<file path="config.mk">
export PLATFORM = sky130hd
export DESIGN_NAME = pll_mode_reconfig
export DESIGN_NICKNAME = d
export VERILOG_FILES = /design/src/rtl/pll_mode_reconfig.sv
export SDC_FILE = /design/constraint.sdc
export NUM_CORES = 1
export LEC_CHECK = 0
export BUFFER_PORTS_ARGS = -buffer_cell sky130_fd_sc_hd__clkbuf_2
export CORE_ASPECT_RATIO = 1.1
export CORE_MARGIN = 3
export CORE_UTILIZATION = 51
export DETAILED_ROUTE_END_ITERATION = 12
export PLACE_DENSITY = 0.74
export SYNTH_ARGS = -nofsm -noshare
export SYNTH_HDL_FRONTEND = slang
export SYNTH_SLANG_ARGS = --single-unit
</file>
<file path="constraint.sdc">
create_clock -name clk -period 2.1 [get_ports clk]
set_input_delay 0.105 -clock clk [delete_from_list [all_inputs] [get_ports clk]]
set_output_delay 0.105 -clock clk [all_outputs]
set_load 0.01 [all_outputs]
</file>
<file path="src/rtl/pll_mode_reconfig.sv">
// Sequences NTSC/PAL reconfiguration of the system PLL over the reconfig IP's
// Avalon-MM management port, and holds the core in reset until lock is stable.
`timescale 1ns/1ps

module pll_mode_reconfig #(
   parameter logic [31:0] NTSC_M       = 32'h0000_0808,
   parameter logic [31:0] NTSC_K       = 32'h4D6A_1F3C,
   parameter logic [31:0] PAL_M        = 32'h0000_0808,
   parameter logic [31:0] PAL_K        = 32'h2F1B_8A41,
   parameter int          LOCK_STABLE  = 1024,
   parameter int          LOCK_TIMEOUT = 1000000,
   parameter int          MAX_RETRY    = 3
) (
   input  logic        clk,
   input  logic        rst,
   input  logic        pal_mode,
   input  logic        pll_locked,
   output logic        pll_rst,
   output logic [5:0]  mgmt_address,
   output logic        mgmt_write,
   output logic [31:0] mgmt_writedata,
   input  logic        mgmt_waitrequest,
   output logic        core_reset,
   output logic        cur_pal,
   output logic        busy,
   output logic        error
);

   localparam int LCW = $clog2(LOCK_STABLE + 1);
   localparam int TW  = $clog2(LOCK_TIMEOUT + 1);
   localparam int RW  = $clog2(MAX_RETRY + 1);

   localparam logic [LCW-1:0] STABLE_VAL   = LCW'(LOCK_STABLE);
   localparam logic [TW-1:0]  IGNORE_LAST  = TW'(64);
   localparam logic [TW-1:0]  TIMEOUT_LAST = TW'(LOCK_TIMEOUT - 1);
   localparam logic [RW-1:0]  RETRY_LIMIT  = RW'(MAX_RETRY);
   localparam logic [3:0]     RST_LAST     = 4'd15;

   typedef enum logic [3:0] {
      PLL_RST, WAIT_INIT, RUN, WR_MODE, WR_M, WR_K, WR_START, WAIT_LOCK, HALT
   } state_t;

   state_t          state, state_n, wr_next;
   logic [3:0]      rst_cnt;
   logic            lock_meta, lock_sync;
   logic [LCW-1:0]  lock_cnt;
   logic            stable;
   logic [TW-1:0]   timer;
   logic [RW-1:0]   retry_cnt, retry_n;
   logic            target, target_n;
   logic            mism_q;
   logic            cur_pal_n, error_n;
   logic            write_n;
   logic [5:0]      addr_n, wr_addr;
   logic [31:0]     data_n, wr_data;
   logic            accept;

   assign stable     = (lock_cnt == STABLE_VAL);
   assign accept     = mgmt_write && !mgmt_waitrequest;
   assign pll_rst    = (state == PLL_RST);
   assign core_reset = (state != RUN);
   assign busy       = (state != RUN);

   // NOTE: every sequential block uses <= so all registers update together
   // from the values seen before the edge, independent of block ordering.
   always_ff @(posedge clk) begin
      if (rst) begin
         lock_meta <= 1'b0;
         lock_sync <= 1'b0;
         lock_cnt  <= '0;
      end else begin
         lock_meta <= pll_locked;
         lock_sync <= lock_meta;
         if (!lock_sync)
            lock_cnt <= '0;
         else if (lock_cnt != STABLE_VAL)
            lock_cnt <= lock_cnt + LCW'(1);
      end
   end

   always_ff @(posedge clk) begin
      if (rst) begin
         state          <= PLL_RST;
         rst_cnt        <= '0;
         timer          <= '0;
         retry_cnt      <= '0;
         target         <= 1'b0;
         mism_q         <= 1'b0;
         cur_pal        <= 1'b0;
         error          <= 1'b0;
         mgmt_write     <= 1'b0;
         mgmt_address   <= '0;
         mgmt_writedata <= '0;
      end else begin
         state          <= state_n;
         rst_cnt        <= (state == PLL_RST) ? rst_cnt + 4'd1 : 4'd0;
         retry_cnt      <= retry_n;
         target         <= target_n;
         mism_q         <= (state == RUN) && (pal_mode != cur_pal);
         cur_pal        <= cur_pal_n;
         error          <= error_n;
         mgmt_write     <= write_n;
         mgmt_address   <= addr_n;
         mgmt_writedata <= data_n;
         if (state == WR_START && accept)
            timer <= '0;
         else if (state == WAIT_LOCK && timer != TIMEOUT_LAST)
            timer <= timer + TW'(1);
      end
   end

   // Register image for the write the current state is responsible for.
   always_comb begin
      wr_addr = '0;
      wr_data = '0;
      wr_next = WAIT_LOCK;
      case (state)
         WR_MODE:  begin wr_addr = 6'h00; wr_data = 32'd1;                 wr_next = WR_M;     end
         WR_M:     begin wr_addr = 6'h04; wr_data = target ? PAL_M : NTSC_M; wr_next = WR_K;     end
         WR_K:     begin wr_addr = 6'h07; wr_data = target ? PAL_K : NTSC_K; wr_next = WR_START; end
         WR_START: begin wr_addr = 6'h02; wr_data = 32'd1;                 wr_next = WAIT_LOCK; end
         default:  ;
      endcase
   end

   // NOTE: every output of this block gets a hold default first, so no path
   // through the case can leave a value unassigned and infer a latch.
   always_comb begin
      state_n   = state;
      target_n  = target;
      cur_pal_n = cur_pal;
      error_n   = error;
      retry_n   = retry_cnt;
      write_n   = mgmt_write;
      addr_n    = mgmt_address;
      data_n    = mgmt_writedata;
      case (state)
         PLL_RST:
            if (rst_cnt == RST_LAST) state_n = WAIT_INIT;
         WAIT_INIT:
            if (stable) begin
               // A pending retry replays the latched target, not pal_mode.
               if (retry_cnt != '0) begin
                  state_n = WR_MODE;
               end else begin
                  target_n = pal_mode;
                  state_n  = (pal_mode != cur_pal) ? WR_MODE : RUN;
               end
            end
         RUN:
            if (!lock_sync) begin
               state_n = WAIT_INIT;
            end else if (mism_q && (pal_mode != cur_pal)) begin
               target_n = pal_mode;
               state_n  = WR_MODE;
            end
         WR_MODE, WR_M, WR_K, WR_START:
            if (accept) begin
               write_n = 1'b0;
               state_n = wr_next;
            end else begin
               write_n = 1'b1;
               addr_n  = wr_addr;
               data_n  = wr_data;
            end
         WAIT_LOCK:
            if (timer >= IGNORE_LAST && stable) begin
               cur_pal_n = target;
               retry_n   = '0;
               state_n   = WAIT_INIT;
            end else if (timer == TIMEOUT_LAST) begin
               retry_n = retry_cnt + RW'(1);
               if (retry_cnt + RW'(1) < RETRY_LIMIT) begin
                  state_n = PLL_RST;
               end else begin
                  error_n = 1'b1;
                  state_n = HALT;
               end
            end
         HALT: ;
         default:
            state_n = PLL_RST;
      endcase
   end

endmodule

</file>
**Yosys cells after proc, flatten, opt, wreduce, memory -nomap -nowiden**

Cells that the tools add are included.
W data, S select, Z words.

- Word-level logic and storage cells: 94
- Bits of input ports: 5
- Output and inout bits: 44
- Flip-flop bits (word level): 86

- Multiplexer cells: 23
- Bitwise operators: 6
- Reductions and logical operators: 22
- Magnitude comparators: 2
- Add/sub/neg operators: 4
- Equality and inequality tests: 23

Operator list:

| operator | count |
|---|---|
| $pmux W31 S3 | 1 |
| $mux W4 | 8 |
| $mux W31 | 1 |
| $pmux W4 S6 | 1 |
| $add A20 B1 Y20 const B | 1 |
| $eq A20 B20 Y1 const B | 1 |
| $ge A20 B7 Y1 const B | 1 |
| $ne A20 B20 Y1 const B | 1 |
| $eq A4 B3 Y1 const B | 4 |
| $add A11 B1 Y11 const B | 1 |
| $eq A11 B11 Y1 const B | 1 |
| $ne A11 B11 Y1 const B | 1 |
| $pmux W3 S3 | 1 |
| $eq A4 B2 Y1 const B | 2 |
| $eq A4 B4 Y1 const B | 2 |
| $ne A2 B2 Y1 const B | 4 |
| $reduce_or A2 Y1 | 4 |
| $mux W1 | 7 |
| $logic_and A1 B1 Y1 | 6 |
| $not A1 Y1 | 6 |
| $pmux W2 S3 | 1 |
| $reduce_and A2 Y1 | 3 |
| $reduce_and A6 Y1 | 1 |
| $reduce_bool A2 Y1 | 3 |
| other kinds (16) | 18 |

**Longest topological paths before layout**

- Word-level depth: 6
- Gate-level depth with buffers: 9

**Worst setup path after synthesis**

No wires, ideal clock.

- Kind: register -> register
- Start point: register timer[10]
- End point: register state[1]
- Cell stages (with the launch flop): 8
- Data arrival time: 1.906 ns
- Setup slack: 0.120 ns
- Required time: 2.026 ns
- Library setup time: 0.074 ns
- Clock period less this slack: 1.980 ns
- Path through: dfxtp_1 > buf_6 > nor4_4 > and4_4 > a21oi_4 > a221o_1 > or3_1 > a31oi_1

- Word-level cells in the longest chain between the ends: 4

Ends and longest elaborated chain:

| element | line | source |
|---|---|---|
| start: declaration | 48 | `logic [TW-1:0] timer;` |
| start signal: assignment | 108 | `timer <= timer + TW'(1);` |
| $ge A20 B7 Y1 | 167 | `if (timer >= IGNORE_LAST && stable) begin` |
| $logic_and A1 B1 Y1 | 167 |  |
| $ne A3 B1 Y1 (no source line) or $mux W4 (tied branches) | -- |  |
| $reduce_and A6 Y1 (no source line) or $pmux W4 S6 (tied branches) | -- |  |
| end signal: assignment | 95 | `state <= state_n;` |
| end: declaration | 43 | `state_t state, state_n, wr_next;` |

Several ways; a longest one is shown, not always the timed one.
A chain may end at the register's enable or synchronous reset.

**Worst setup path in the final report**

- Start point: register timer[8]
- End point: register state[1]

Same word-level chain as after synthesis.

==> run metrics <==
Ys Warns 0; Filler cells 505; met3 GRT Util 3.26%; clock buffer depth 2; Worst EP arrival 2.25 ns; n_diodes 0; height of the die 85.6 um; initial antenna violation count 0; average size of a mapped cell 8.49 um2; Max VDD drop 0.284 mV; I/O Pins 49; First-pass DRT Iterations 4; clock sink total 56; gp weighted congestion 0.839; largest net degree at the start of global routing 25; Unique masters post-synth 47; top cells by area, synth dfxtp_1 38%, buf_4 8.7%, nor2_1 7.4%; Wirelength per Cell 12.2 um; period utilization 95.7%; post-synthesis async set-or-reset flop share 0%; gr ovfl total 0; port bufs 37; met1 Use GR 21.0%; Synth Cell Area 0.00294 mm2; drt drc 0; cells after synthesis 346; vias per cell 5.12; RSZ-0062 raised after global routing false; Crit Path Max Fanout 6; Tmin final 2.01 ns; Max-cap violations 0; Die ar. 0.00671 mm2; Area Growth Syn to Fin 8.22%; nets 385; grt peak-use layer met2; layout cells sized above 1 19.0%; vias 2297; first-pass GRT wire length 9200 um; Final Max Slew Viols 0; Final TNS setup 0 ns; sequential element share of the synthesized area 38.1%; synthesis-stage register bit count 56; Synth top area share 38.1%; Initial DRC Count 50; final hold vios 0; met2 Use GR 28.7%; Initial Util 53.8%; Core Footprint 0.00547 mm2; clk root buf clkbuf_8; H-tree depth 2; antenna-violating nets left 0; WL final 5490 um; post-DP HPWL 4060 um; crit path launch type flop; post-synth top area cell dfxtp_1; Die Wd 78.4 um; CTS tree done; Worst-path clk slew 0.10 ns; kind of end point of the critical path flop; LEAKAGE 1.25 nW; f_max 0.498 GHz; Clock Skew 0.0170 ns; TritonCTS Buffers 5; Worst Setup Path Type reg -> reg; status finished clean; Post-synth EDFFs 0; worst hold path type in -> reg; Required @ worst endpoint 2.34 ns; PnR Total Power 1.93 mW; Power Dens Cells 607 mW/mm2; GR Util All Layers 16.9%; Final setup violation count 0; vias in the first global route 2051; Top FF cell, synth dfxtp_1; clock latency at the later pin of the worst-skew pair 0.31 ns; std cell rows 28
cell type report:
class	count	area [um2]	share of cell area (%)
multi-input combinational	243	1510	47.6
sequential	56	1120	35.2
timing repair buffer	54	315	9.91
tap	75	93.8	2.95
clock buffer	6	72.6	2.28
inverter	13	48.8	1.53
clock inverter	2	16.3	0.511
flip-flops by register name, indices dropped and copies added (netlist names):
name,flops
timer,20
lock_cnt,11
mgmt_writedata,5
rst_cnt,4
state,4
mgmt_address,3
retry_cnt,2
cur_pal,1
error,1
lock_meta,1
lock_sync,1
mgmt_write,1
mism_q,1
target,1
cells in the final DEF (no fill, tap or decap), drive strengths merged, types with 2 or more instances in the layout:
master  count
a211oi      2
a21oi      17
a31oi       2
and2        3
and3        5
and4        7
buf        16
clkbuf     43
conb       11
dfxtp      56
ha          7
inv        13
mux2i       3
nand2      28
nand2b      7
nand3      13
nand4      12
nor2       58
nor2b       4
nor3        7
nor4        4
nor4b       2
o211ai      3
o21ai       2
or3         4
xnor2      14
xor2       17
through the flow:
step | cell area, um2 | utilization, % | setup slack [ns] | hold WS, ns | instances
3_5_place_dp | 3070 | 56.1 | 0.117 | 0.322 | 439
2_1_floorplan | 2980 | - | 0.120 | 0.177 | 356
6_report | 3180 | 58.2 | 0.0901 | 0.0970 | 449
4_1_cts | 3160 | 57.9 | 0.0984 | 0.0776 | 448
5_1_grt | 3180 | 58.2 | 0.00160 | 0.107 | 449
3_3_place_gp | 3070 | 56.1 | 0.159 | 0.314 | 439
critical path, cell delays in order (launching register included):
cell	delay (ns)
dfxtp_1	0.36
nor4_4	0.33
and4_4	0.33
a21oi_4	0.09
a221o_1	0.35
or3_1	0.31
a31oi_1	0.16
logic make-up (layout without fill, tap and decap cells):
group | count (synthesis) | in the layout | synth area share, %
AO/OA/AOI/OAI | 32 | 32 | 7.79
XOR/XNOR | 31 | 31 | 9.24
adder cells (fa/ha/maj) | 7 | 7 | 2.98
buffers and inverters | 57 | 75 | 12.0
flip-flops | 56 | 56 | 38.1
multiplexers | 4 | 4 | 1.40
other | 1 | 11 | 0.128
AND/OR/NAND/NOR | 158 | 158 | 28.4
timing repair:
action                                 in CTS  in global routing
setup buffers                               0                  1
setup endpoints to repair                   0                  1
endpoints found under the hold margin       1                  0
gates resized for setup                     0                  1
hold buffers                                1                  0
worst paths after layout:
path / from / to / slack, ns / cells past startpoint
hold reg to reg: lock_meta / lock_sync / 0.44 / 1
setup reg to reg: timer[8] / state[1] / 0.09 / 6
setup / recovery: timer[8] / state[1] / 0.09 / 6
hold / removal: pal_mode / target / 0.1 / 3
metal layers:
| layer | up-vias | routed length, um |
|---|---|---|
| li1 | 1176 | - |
| met1 | 1070 | 2450 |
| met2 | 43 | 2720 |
| met3 | 8 | 208 |
| met4 | 0 | 115 |
| met5 | - | 0 |
cell usage after synthesis (all sizes together) (2+ instances only):
master,number
nand2,28
inv,13
or3,4
dfxtp,56
mux2i,3
xor2,17
a211oi,2
xnor2,14
and3,5
nand4,12
nand2b,7
and4,7
buf,37
nor2b,4
nor4b,2
nor2,58
nor4,4
ha,7
a31oi,2
nor3,7
o21ai,2
clkbuf,7
and2,3
a21oi,17
o211ai,3
nand3,13
report_power, final:
group,internal (mW),total [mW],switching [mW]
Combinational,0.0947,0.214,0.119
Sequential,1.09,1.13,0.0405
Clock,0.238,0.582,0.344
Power figures use the tool's default switching activity.
